[src/rtl/cpu_ctrl_pkg.sv]
// Shared encodings for the CPU controller: FSM states, instruction classes,
// opcode/op fields, ALU ops, write-back select and memory commands.
package cpu_ctrl_pkg;

  typedef enum logic [3:0] {
    S_WAIT, S_DECODE, S_GET_A, S_GET_B, S_EXEC, S_WRITE, S_WRITE_IMM,
    S_ADDR, S_LD_ADDR, S_MEM_RD, S_WR_MEM, S_PASS, S_MEM_WR, S_HALT
  } state_t;

  typedef enum logic [3:0] {
    CLS_NONE, CLS_MOV_IMM, CLS_MOV_REG, CLS_ALU, CLS_CMP, CLS_MVN,
    CLS_LDR, CLS_STR, CLS_HALT
  } instr_class_t;

  typedef enum logic [1:0] {
    MEM_NONE  = 2'b00,
    MEM_READ  = 2'b01,
    MEM_WRITE = 2'b10
  } mem_cmd_t;

  localparam logic [2:0] OPC_MOV  = 3'b110;
  localparam logic [2:0] OPC_ALU  = 3'b101;
  localparam logic [2:0] OPC_LDR  = 3'b011;
  localparam logic [2:0] OPC_STR  = 3'b100;
  localparam logic [2:0] OPC_HALT = 3'b111;

  localparam logic [1:0] OP_MOV_REG = 2'b00;
  localparam logic [1:0] OP_MOV_IMM = 2'b10;
  localparam logic [1:0] OP_ADD     = 2'b00;
  localparam logic [1:0] OP_CMP     = 2'b01;
  localparam logic [1:0] OP_AND     = 2'b10;
  localparam logic [1:0] OP_MVN     = 2'b11;

  localparam logic [1:0] ALU_ADD = 2'b00;
  localparam logic [1:0] ALU_SUB = 2'b01;
  localparam logic [1:0] ALU_AND = 2'b10;
  localparam logic [1:0] ALU_NOT = 2'b11;

  localparam logic [1:0] WB_C     = 2'b00;
  localparam logic [1:0] WB_PC    = 2'b01;
  localparam logic [1:0] WB_IMM   = 2'b10;
  localparam logic [1:0] WB_MDATA = 2'b11;

  function automatic logic [15:0] sext5(input logic [4:0] v);
    return {{11{v[4]}}, v};
  endfunction

  function automatic logic [15:0] sext8(input logic [7:0] v);
    return {{8{v[7]}}, v};
  endfunction

endpackage

[src/rtl/cpu_controller_instr_decoder.sv]
// Combinational instruction decoder: splits the IR into register fields and
// immediates and classifies the instruction. Opcode 111 decodes to HALT only
// when CPU_CTRL_HALT_EN is defined.
module instr_decoder
  import cpu_ctrl_pkg::*;
(
  input  logic [15:0]  ir,
  output logic [2:0]   rn,
  output logic [2:0]   rd,
  output logic [2:0]   rm,
  output logic [1:0]   sh,
  output logic [15:0]  sximm5,
  output logic [15:0]  sximm8,
  output instr_class_t cls
);

  logic [2:0] opcode;
  logic [1:0] op;

  assign opcode = ir[15:13];
  assign op     = ir[12:11];
  assign rn     = ir[10:8];
  assign rd     = ir[7:5];
  assign sh     = ir[4:3];
  assign rm     = ir[2:0];
  assign sximm5 = sext5(ir[4:0]);
  assign sximm8 = sext8(ir[7:0]);

  always_comb begin
    cls = CLS_NONE;
    case (opcode)
      OPC_MOV: begin
        if (op == OP_MOV_IMM)      cls = CLS_MOV_IMM;
        else if (op == OP_MOV_REG) cls = CLS_MOV_REG;
      end
      OPC_ALU: begin
        case (op)
          OP_ADD:  cls = CLS_ALU;
          OP_CMP:  cls = CLS_CMP;
          OP_AND:  cls = CLS_ALU;
          default: cls = CLS_MVN;
        endcase
      end
      OPC_LDR: if (op == 2'b00) cls = CLS_LDR;
      OPC_STR: if (op == 2'b00) cls = CLS_STR;
`ifdef CPU_CTRL_HALT_EN
      OPC_HALT: cls = CLS_HALT;
`endif
      default: cls = CLS_NONE;
    endcase
  end

endmodule

[src/rtl/cpu_controller.sv]
// Instruction register plus multi-cycle Moore FSM driving the register/ALU
// datapath and LDR/STR memory commands. CPU_CTRL_HALT_EN enables the HALT state.
module cpu_controller
  import cpu_ctrl_pkg::*;
(
  input  logic        clk,
  input  logic        reset,
  input  logic        s,
  input  logic        load,
  input  logic [15:0] in,
  output logic        w,
  output logic [2:0]  w_addr,
  output logic        w_en,
  output logic [2:0]  r_addr,
  output logic [1:0]  wb_sel,
  output logic        en_A,
  output logic        en_B,
  output logic        en_C,
  output logic        en_status,
  output logic        sel_A,
  output logic        sel_B,
  output logic [1:0]  shift_op,
  output logic [1:0]  ALU_op,
  output logic [15:0] sximm8,
  output logic [15:0] sximm5,
  output logic        load_addr,
  output mem_cmd_t    mem_cmd,
  output state_t      dbg_state
);

  state_t       state, state_next;
  logic [15:0]  ir;
  logic [2:0]   rn, rd, rm;
  logic [1:0]   sh;
  instr_class_t cls;

  instr_decoder u_dec (
    .ir     (ir),
    .rn     (rn),
    .rd     (rd),
    .rm     (rm),
    .sh     (sh),
    .sximm5 (sximm5),
    .sximm8 (sximm8),
    .cls    (cls)
  );

  assign dbg_state = state;

  // load and s are only honoured in WAIT; a same-cycle load feeds DECODE.
  always_ff @(posedge clk) begin
    if (reset) begin
      state <= S_WAIT;
      ir    <= '0;
    end else begin
      state <= state_next;
      if (state == S_WAIT && load) ir <= in;
    end
  end

  always_comb begin
    state_next = state;
    case (state)
      S_WAIT:   if (s) state_next = S_DECODE;
      S_DECODE: begin
        case (cls)
          CLS_MOV_IMM:                      state_next = S_WRITE_IMM;
          CLS_MOV_REG, CLS_MVN:             state_next = S_GET_B;
          CLS_ALU, CLS_CMP, CLS_LDR, CLS_STR: state_next = S_GET_A;
          CLS_HALT:                         state_next = S_HALT;
          default:                          state_next = S_WAIT;
        endcase
      end
      S_GET_A:     state_next = (cls == CLS_LDR || cls == CLS_STR) ? S_ADDR : S_GET_B;
      S_GET_B:     state_next = (cls == CLS_STR) ? S_PASS : S_EXEC;
      S_EXEC:      state_next = (cls == CLS_CMP) ? S_WAIT : S_WRITE;
      S_WRITE:     state_next = S_WAIT;
      S_WRITE_IMM: state_next = S_WAIT;
      S_ADDR:      state_next = S_LD_ADDR;
      S_LD_ADDR:   state_next = (cls == CLS_LDR) ? S_MEM_RD : S_GET_B;
      S_MEM_RD:    state_next = S_WR_MEM;
      S_WR_MEM:    state_next = S_WAIT;
      S_PASS:      state_next = S_MEM_WR;
      S_MEM_WR:    state_next = S_WAIT;
      S_HALT:      state_next = S_HALT;
      default:     state_next = S_WAIT;
    endcase
  end

  // Outputs are forced quiet while reset is high so an aborted instruction
  // cannot write the regfile or status in its final cycle.
  always_comb begin
    w         = 1'b0;
    w_addr    = 3'd0;
    w_en      = 1'b0;
    r_addr    = 3'd0;
    wb_sel    = WB_C;
    en_A      = 1'b0;
    en_B      = 1'b0;
    en_C      = 1'b0;
    en_status = 1'b0;
    sel_A     = 1'b0;
    sel_B     = 1'b0;
    shift_op  = 2'b00;
    ALU_op    = ALU_ADD;
    load_addr = 1'b0;
    mem_cmd   = MEM_NONE;
    if (reset) begin
      w = 1'b1;
    end else begin
      case (state)
        S_WAIT: w = 1'b1;
        S_GET_A: begin
          r_addr = rn;
          en_A   = 1'b1;
        end
        S_GET_B: begin
          r_addr = (cls == CLS_STR) ? rd : rm;
          en_B   = 1'b1;
        end
        S_EXEC: begin
          sel_A     = (cls == CLS_MOV_REG);
          shift_op  = sh;
          ALU_op    = (cls == CLS_MOV_REG) ? ALU_ADD : ir[12:11];
          en_C      = (cls != CLS_CMP);
          en_status = (cls == CLS_CMP);
        end
        S_WRITE: begin
          wb_sel = WB_C;
          w_addr = rd;
          w_en   = 1'b1;
        end
        S_WRITE_IMM: begin
          wb_sel = WB_IMM;
          w_addr = rn;
          w_en   = 1'b1;
        end
        S_ADDR: begin
          sel_B = 1'b1;
          en_C  = 1'b1;
        end
        S_LD_ADDR: load_addr = 1'b1;
        S_MEM_RD:  mem_cmd = MEM_READ;
        S_WR_MEM: begin
          mem_cmd = MEM_READ;
          wb_sel  = WB_MDATA;
          w_addr  = rd;
          w_en    = 1'b1;
        end
        S_PASS: begin
          sel_A = 1'b1;
          en_C  = 1'b1;
        end
        S_MEM_WR: mem_cmd = MEM_WRITE;
        default: ;
      endcase
    end
  end

endmodule

[config.mk]
export PLATFORM = sky130hd
export DESIGN_NAME = cpu_controller
export DESIGN_NICKNAME = d
export VERILOG_FILES = /design/src/rtl/cpu_ctrl_pkg.sv /design/src/rtl/cpu_controller_instr_decoder.sv /design/src/rtl/cpu_controller.sv
export SDC_FILE = /design/constraint.sdc
export NUM_CORES = 1
export LEC_CHECK = 0
export ABC_AREA = 1
export CORE_ASPECT_RATIO = 0.8
export CORE_UTILIZATION = 35
export CTS_CLUSTER_DIAMETER = 40
export DETAILED_ROUTE_END_ITERATION = 7
export GPL_ROUTABILITY_DRIVEN = 0
export PLACE_DENSITY = 0.76
export SLEW_MARGIN = 20
export SYNTH_ARGS = -nofsm -noshare
export SYNTH_HDL_FRONTEND = slang
export SYNTH_SLANG_ARGS = --single-unit
[constraint.sdc]
create_clock -name clk -period 1.8 [get_ports clk]
set_input_delay 0.54 -clock clk [delete_from_list [all_inputs] [get_ports clk]]
set_output_delay 0.54 -clock clk [all_outputs]
set_load 0.03 [all_outputs]
Word level (Yosys, flattened, before mapping)
Memories as Yosys holds them, arrays and structs flattened.
Index checks and enable logic that the tools add are counted.

cells by class
  equality and inequality tests = 25
  muxes and demuxes = 44
  reductions and logical operators = 9

operators by type and width
  cell                count
  $pmux 4 s10         1
  $eq 4x3->1 const B  7
  $eq 4x4->1 const B  6
  $mux 3              7
  $pmux 3 s2          3
  $mux 1              16
  $mux 2              8
  $mux 4              4
  $pmux 4 s4          1
  $eq 4x2->1 const B  3
  $eq 3x3->1 const B  3
  $pmux 2 s2          2
  $reduce_or 2->1     4
  $eq 4x1->1 const B  1
  $logic_not 4->1     1
  $ne 4x3->1 const B  1
  $pmux 1 s2          2
  $eq 3x2->1 const B  1
  $reduce_or 3->1     1
  $eq 2x1->1 const B  1
  $eq 2x2->1 const B  1
  $logic_not 2->1     1
  $ne 2x2->1 const B  1
  $logic_and 1x1->1   1
  $logic_or 1x1->1    1

storage, ports and cells
  bits in registers = 20
  bits in read-only memories = 64
  input bits = 20
  output and inout port bits = 59
  memories kept = 1

memories
  memory           words  width  rd ports  clocked after Yosys merged registers in  write ports  RTL line              text
  (no name shown)  16     4      1         0                                        0            cpu_controller.sv:66  case (cls)

Depth between registers and ports, before layout
Gate-level depths: netlist of the first run.

  word-level depth = 8
  gate-level depth with buffers = 11

Hierarchy
Synthesis of the first run repeated with hierarchy kept, for this count alone.

unflattened totals
  cell total of the unflattened synthesis = 289
  area, all modules = 1706.6 sq um

modules (own cells, without submodules)
  module          times used  cells an instance  area an instance (sq um)  sequential area each (sq um)
  cpu_controller  1           221                1270.0                    400.4
  instr_decoder   1           68                 436.7                     0.0

Worst setup path after synthesis of the first run
Ideal clock, no wire load.

  kind = reg-to-output
  start point = register state[1], in the netlist dbg_state[1]
  end point = output sel_A
  data arrival time = 1.751 ns
  required time = 1.260 ns
  path slack = -0.491 ns
  cell stages (with the launch flop) = 7
  buffers on the path = 1
  cell sequence = dfxtp_1 buf_2 nor2_1 inv_1 nor2_1 nand2_1 o21ai_0

between the ends
  longest elaborated chain between the ends = 3

RTL lines
  element                                          RTL line               text
  from (decl)                                      cpu_controller.sv:31   state_t state, state_next;
  from (signal assigned)                           cpu_controller.sv:56   state <= state_next;
  $eq 4x4->1 / $eq 4x3->1 (equally long branches)  cpu_controller.sv:111  case (state)
  $pmux 1 s2 *                                     cpu_controller.sv:111
  $mux 1 *                                         cpu_controller.sv:108  if (reset) begin
  to (decl)                                        cpu_controller.sv:20   output logic sel_A,

Mark *: on every way between the ends. The rest lies on a longest branch, timed or not.

Worst setup path in the final report of the first run
  start point = register state[2], in the netlist dbg_state[2]
  end point = output r_addr[2]

between the ends
  longest elaborated chain between the ends = 3

RTL lines
  element       RTL line               text
  $eq 4x2->1    cpu_controller.sv:111
  $pmux 3 s2 *  cpu_controller.sv:111
  $mux 3 *      cpu_controller.sv:108
  to (decl)     cpu_controller.sv:14   output logic [2:0] r_addr,

Marked as above.

==> results of run 1 <==
## Yosys cell counts
cell type / count / area, sq um
nor2_1: 31 / 116.4
o2111ai_1: 1 / 8.760
o22ai_1: 5 / 31.28
buf_4: 32 / 240.2
or2_4: 1 / 8.760
buf_2: 1 / 5.000
a21oi_1: 19 / 95.09
nand4_1: 4 / 25.02
inv_2: 1 / 3.750
a31oi_1: 1 / 6.260
clkbuf_1: 3 / 11.26
or2_1: 1 / 6.260
nand2_4: 1 / 11.26
a311oi_1: 1 / 8.760
nor3_1: 3 / 15.01
inv_1: 28 / 105.1
a211oi_1: 1 / 7.510
o21ai_1: 13 / 65.06
dfxtp_1: 20 / 400.4
nand2_1: 35 / 131.4
buf_6: 4 / 45.04
nand3_1: 13 / 65.06
o21ai_0: 6 / 30.03
o21ai_2: 1 / 8.760
o221ai_1: 2 / 17.52
## kinds of logic (layout without fill, tap and decap cells)
logic type      count (synthesis)  after routing
flops                          20             20
simple gates                   89             90
compound gates                 50             50
buf+inv                        69            174
## cell usage in the layout, fill, tap and decap left out, types with 2 or more instances in the layout
cell type	count
buf_12	3
dfxtp_1	10
dlygate4sd2_1	33
o22ai_4	3
clkbuf_8	4
nand4_1	4
clkdlybuf4s15_1	2
inv_4	4
inv_2	9
or2_4	2
nand2_8	2
o21ai_2	3
nor2_1	8
clkdlybuf4s50_1	18
inv_1	15
o21ai_0	2
a21oi_1	18
buf_4	48
nand2_2	9
nor2_2	3
o21ai_1	15
nand2_4	6
nand3_1	7
dfxtp_4	8
dfxtp_2	2
nand3_2	4
nor2_4	20
nand3_4	2
buf_6	35
nor3_4	3
nand2_1	20
## worst paths after layout
| kind | end | slack (ps) | cells after the start |
|---|---|---|---|
| hold / removal | ir[0] | 490 | 2 |
| setup reg to reg | dbg_state[0] | -390 | 17 |
| hold reg to reg | ir[0] | 490 | 2 |
| setup / recovery | r_addr[2] | -550 | 7 |
## power breakdown
part           leakage (uW)  internal (uW)  switching (uW)  total (uW)
Sequential         0.000171            601             153         754
Combinational       0.00121           1040            1640        2680
Clock             0.0000288            195             158         353
## registers in the layout, indices dropped and copies added, names as in the netlist
| name | count |
|---|---|
| dbg_state | 4 |
| ir | 16 |
## worst reg2reg max path: stages (launching register included)
cell	delay [ps]
dfxtp_4	380
buf_4	150
nand3_1	100
nand3_2	90
buf_4	140
buf_4	120
buf_4	120
buf_4	130
buf_4	130
buf_4	130
buf_4	120
buf_4	120
nand3_1	70
nand2_1	50
nand2_1	60
nand3_1	70
nand2_1	60
inv_1	50
## metrics by stage
stage          setup slack [ps]  instances  setup TNS [ps]  total power, uW  utilization [%]
4_1_cts                  -381.9        379           -5775             3338            73.56
6_report                 -553.1        389           -7342             3791            79.26
3_3_place_gp             -504.5        361           -8500             2797            61.96
2_1_floorplan            -225.3        228           -1276             2244                -
3_5_place_dp             -506.5        361           -8870             2830            61.96
5_1_grt                  -593.6        389           -8786             3958            79.26
## cell type report
| type | instances | area, sq um |
|---|---|---|
| Timing Repair Buffer | 141 | 1343 |
| Multi-Input combinational cell | 140 | 1064 |
| Fill cell | 259 | 809.5 |
| Sequential cell | 20 | 432.9 |
| Inverter | 29 | 131.4 |
| Tap cell | 55 | 68.82 |
| Clock buffer | 4 | 55.05 |
## what timing repair did
action / CTS / global route
resized for setup: 132 / 45
endpoints found under the setup margin: 59 / 27
setup buffers: 13 / 10
pin swaps: 24 / 26
gates cloned: 1 / 1
## per-layer routing
layer | global-route usage [%] | vias up | wire length, microns
met5 | 0 | - | 0
met4 | 7.008 | 0 | 292
met3 | 4.553 | 35 | 605
met2 | 44.79 | 140 | 3212
met1 | 31.63 | 960 | 2501
li1 | - | 934 | -
==> impl_metrics.tcl, run 1 <==
set metrics [dict create \
    grt_start_max_net_pins 32 \
    period_share_pct 130.7 \
    first_pass_iters 4 \
    worst_path_dominant_cell_family "simple AND/OR/NAND/NOR gates" \
    syn_inst 228 \
    synth_area_sq_um 1469 \
    synth-simple-area-share_pct 25.81 \
    finalSetupViolCount 27 \
    synth.mux.area_fraction_pct 0 \
    grt_antenna_before_repair 0 \
    n_antenna_cell 0 \
    fin_crit_ps 2353 \
    clk_pin_slew_ps 80 \
    post_dp_cell_area_sq_um 2419 \
    vias 2069 \
    max_slew_margin_pct 75.71 \
    crit_chain "or2_4 > nor2_4 > nand4_1 > nor2_2 > nor2_2 > nor2_4 > buf_6" \
    fin_worst_hold_slack_ps 492.8 \
    drt_iter0_drc 154 \
    clkLatencyLatePin_ps 260 \
    synth_top_family_by_area "buffers and inverters" \
    synth_cell_types 25 \
    yosysSeqAreaShare_pct 27.26 \
    crit_path_max_fanout 4 \
    yosys.area_share.adder_pct 0 \
    syn_avg_cell_area_sq_um 6.443 \
    synth-compound-area-share_pct 18.99 \
    peakVddDrop_mv 0.8543 \
    ant_nets 0 \
    hpwl_microns 3549 \
    nets 355 \
    hp-class "reg -> reg" \
    drive_above_1_share_pct 52.99 \
    yosys_warnings 0 \
    worst_path_max_delay_cell "dfxtp_4" \
    area_growth_pct 110.6 \
    holdBufCountCts 0 \
    maxSlewViolCount 0 \
    cts_sinks 20 \
    cts_tree "built" \
    htree_num_levels 1 \
    worstHoldStart "ir[0]" \
    start_kind "flop" \
    drv_cap 0 \
    end_kind "output pin" \
    grt_pass1_wl_microns 8528 \
    status "complete, but fails checks" \
    synth_xor_area_share_pct 0 \
    die_h_microns 59.95 \
    rsz0062_at_grt "yes" \
    die_x_microns 74.43 \
    hold_viol 0 \
    cts.root.buffer_cell "clkbuf_8" \
    wl_per_cell_microns 17.00 \
    drc 0 \
    r2r_start "ir[14]" \
    violations "setup timing" \
    final_cell_area_sq_um 3094 \
    start_util_pct 37.63 \
    boundaryPins 79 \
    grt_pass1_vias 1812 \
    grt_overflow 0 \
    cp.arrival_ps 1810 \
    grtUsageTotal_pct 25.37 \
    rows 20 \
    vias_per_cell 5.319 \
    cp.required_ps 1260 \
    synthesis.nets 248 \
    cts_made_buffers 3 \
    clockBufferDepth 2 \
    core_area_sq_um 3904 \
    die_area_sq_um 4462 \
    routed_wl_microns 6612 \
    crit_buf_inv 1 \
    crit_start "dbg_state[2]" \
    cellLeakagePower_uw 0.001411 \
    slowest_delay_ps 350 \
    crit_type "reg -> out" \
    portBuffers 78 \
    synth_seq_cells 20 \
    worst-slew-pin-transition_ps 363.2 \
    max_freq_mhz 425.0 \
    powerDensity_nw_per_um2 1225 \
    finClkSkew_ps 1.428 \
    setup_ws_ps -553.1 \
]
Power figures use the tool's default switching activity.
==> run 2: changes to the inputs <==
--- a/config.mk
+++ b/config.mk
@@ -12,6 +12,7 @@
 export DETAILED_ROUTE_END_ITERATION = 7
 export GPL_ROUTABILITY_DRIVEN = 0
 export PLACE_DENSITY = 0.76
+export SETUP_SLACK_MARGIN = 0.05
 export SLEW_MARGIN = 20
 export SYNTH_ARGS = -nofsm -noshare
 export SYNTH_HDL_FRONTEND = slang
==> run 2 against run 1 <==
- the run still ends with setup timing left
- clock power rose by 33%
- register-to-register slack gained 40 ps
- sequential cell count unchanged
- critical path type unchanged
- sequential power down 0.8%
- hold slack better by 16 ps
==> impl_metrics.tcl, run 2 (synthesized netlist as in run 1, its figures left out) <==
set metrics [dict create \
    max_freq_mhz 445.5 \
    power_frac_comb_pct 68.8 \
    clkLatencyLatePin_ps 270 \
    cellLeakagePower_uw 0.001401 \
    finalSetupViolCount 24 \
    crit_cells 7 \
    p_total_uw 3893 \
    cts_made_buffers 3 \
    vias_per_cell 5.301 \
    grtUsageTotal_pct 25.77 \
    portBuffers 78 \
    area_growth_pct 110.9 \
    crit_chain "or2_4 > nor2_4 > nand4_1 > o221ai_1 > nand2_1 > inv_2 > buf_6" \
    rows 20 \
    first_pass_iters 5 \
    post-route-util_pct 79.36 \
    drive_above_1_share_pct 53.59 \
    die_x_microns 74.43 \
    fin_worst_hold_slack_ps 508.5 \
    worst-slew-pin-transition_ps 515.8 \
    fin_crit_ps 2245 \
    pwr-share-seq_pct 19.2 \
    violations "setup timing" \
    n_antenna_cell 0 \
    powerDensity_nw_per_um2 1257 \
    drc 0 \
    cts.root.buffer_cell "clkbuf_8" \
    finClkSkew_ps 7.511 \
    die_area_sq_um 4462 \
    vias 2062 \
    end_kind "output pin" \
    clk_pin_slew_ps 80 \
    die_h_microns 59.95 \
    peakVddDrop_mv 0.8042 \
    crit_type "reg -> out" \
    wl_per_cell_microns 17.14 \
    worst_path_max_delay_cell "dfxtp_4" \
    grt_antenna_before_repair 0 \
    max_slew_margin_pct 65.50 \
    fill_cells 253 \
    p_sw_share_pct 50.72 \
    slowest_delay_ps 360 \
    cts_sinks 20 \
    clockBufferDepth 2 \
    grt_pass1_wl_microns 8611 \
    hpwl_microns 3500 \
    grt_start_max_net_pins 16 \
    cp.required_ps 1260 \
    crit_path_max_fanout 4 \
    whs_path_depth 2 \
    internal-power_uw 1919 \
    ant_nets 0 \
    worst_path_dominant_cell_family "simple AND/OR/NAND/NOR gates" \
    nets 355 \
    crit_buf_inv 2 \
    final_cell_mix "buf_4 (56), buf_6 (35), dlygate4sd2_1 (25)" \
    largest_reg_flops 16 \
    grt_pass1_vias 1892 \
    hp-class "reg -> reg" \
    period_share_pct 124.7 \
    start_kind "flop" \
    routed_wl_microns 6667 \
    layout_commonest_cell "buf_4" \
    multi_input_area_sq_um 1095 \
    maxSlewViolCount 0 \
    setup_ws_ps -444.6 \
    cp.arrival_ps 1700 \
    drt_iter0_drc 156 \
    status "complete, but fails checks" \
    start_util_pct 37.63 \
    cts_tree "built" \
    switching_power_uw 1975 \
    htree_num_levels 1 \
    dp_slack_ps -598.6 \
    ff2ff_path_depth 14 \
    rsz0062_at_grt "yes" \
    clkPwrFrac_pct 12.0 \
    core_area_sq_um 3904 \
    top_register "ir" \
    drv_cap 0 \
    grt_overflow 0 \
    area.sequential_sq_um 425.4 \
    hold_viol 0 \
    boundaryPins 79 \
]
==> run 2: cell count changes in the layout (fill, tap and decap cells not counted), moves of 3 or more <==
cell	change
nor2_1	+4
dlygate4sd2_1	-8
o21ai_1	-5
o21ai_4	+3
buf_4	+8
==> run 2: final cells by class <==
cell class / instances / area share [%]
timing repair buffer: 140 / 41.76
multi-input combinational: 141 / 35.34
sequential: 20 / 13.73
inverter: 29 / 4.645
tap: 55 / 2.221
clock buffer: 3 / 1.333
clock inverter: 1 / 0.9693
==> run 2: stage by stage <==
step                      instance area [sq um]  cells  setup TNS (ps)
after floorplan                            1725    228          -486.7
after global placement                     2552    366          -12590
after detailed placement                   2552    366          -13090
after CTS                                  2914    385           -5860
after global routing                       3098    389           -9803
final                                      3098    389           -8202
==> run 2: final timing paths <==
check | startpoint | endpoint | slack [ps]
setup / recovery | dbg_state[3] | r_addr[0] | -440
hold / removal | ir[1] | ir[1] | 510
setup reg to reg | ir[14] | dbg_state[3] | -350
hold reg to reg | ir[1] | ir[1] | 510
==> run 2: layer usage <==
metal	global-route usage (%)	part of all wire, %
met1	30.23	37
met2	46.59	50
met3	6.408	8.7
met4	7.008	4.0
met5	0	0
==> run 2: timing repair <==
| item | CTS | global route |
|---|---|---|
| pin swaps | 17 | 14 |
| cloned | 2 | 0 |
| buffers inserted | 13 | 6 |
| endpoints found under the hold margin | 0 | 0 |
| gates resized for setup | 91 | 40 |
| endpoints found under the setup margin | 65 | 43 |
| hold buffers | 0 | 0 |
==> run 2: power groups by stage <==
| stage | sequential (uW) | clock (uW) | combinational [uW] |
|---|---|---|---|
| floorplan | 762 | 0 | 1580 |
| global placement | 707 | 0 | 2190 |
| detailed placement | 714 | 0 | 2210 |
| CTS | 703 | 464 | 2430 |
| global route | 772 | 489 | 2810 |
| finish | 748 | 468 | 2680 |
==> run 2: worst reg2reg max path, stage by stage, from the launching register on <==
cell,delay [ps]
dfxtp_4,410
nand2_4,80
nor2_4,140
nand2_2,100
buf_4,150
buf_4,120
buf_4,120
buf_4,120
buf_4,120
buf_4,130
buf_4,120
buf_4,130
o2111ai_2,200
nand2_1,100
inv_1,50
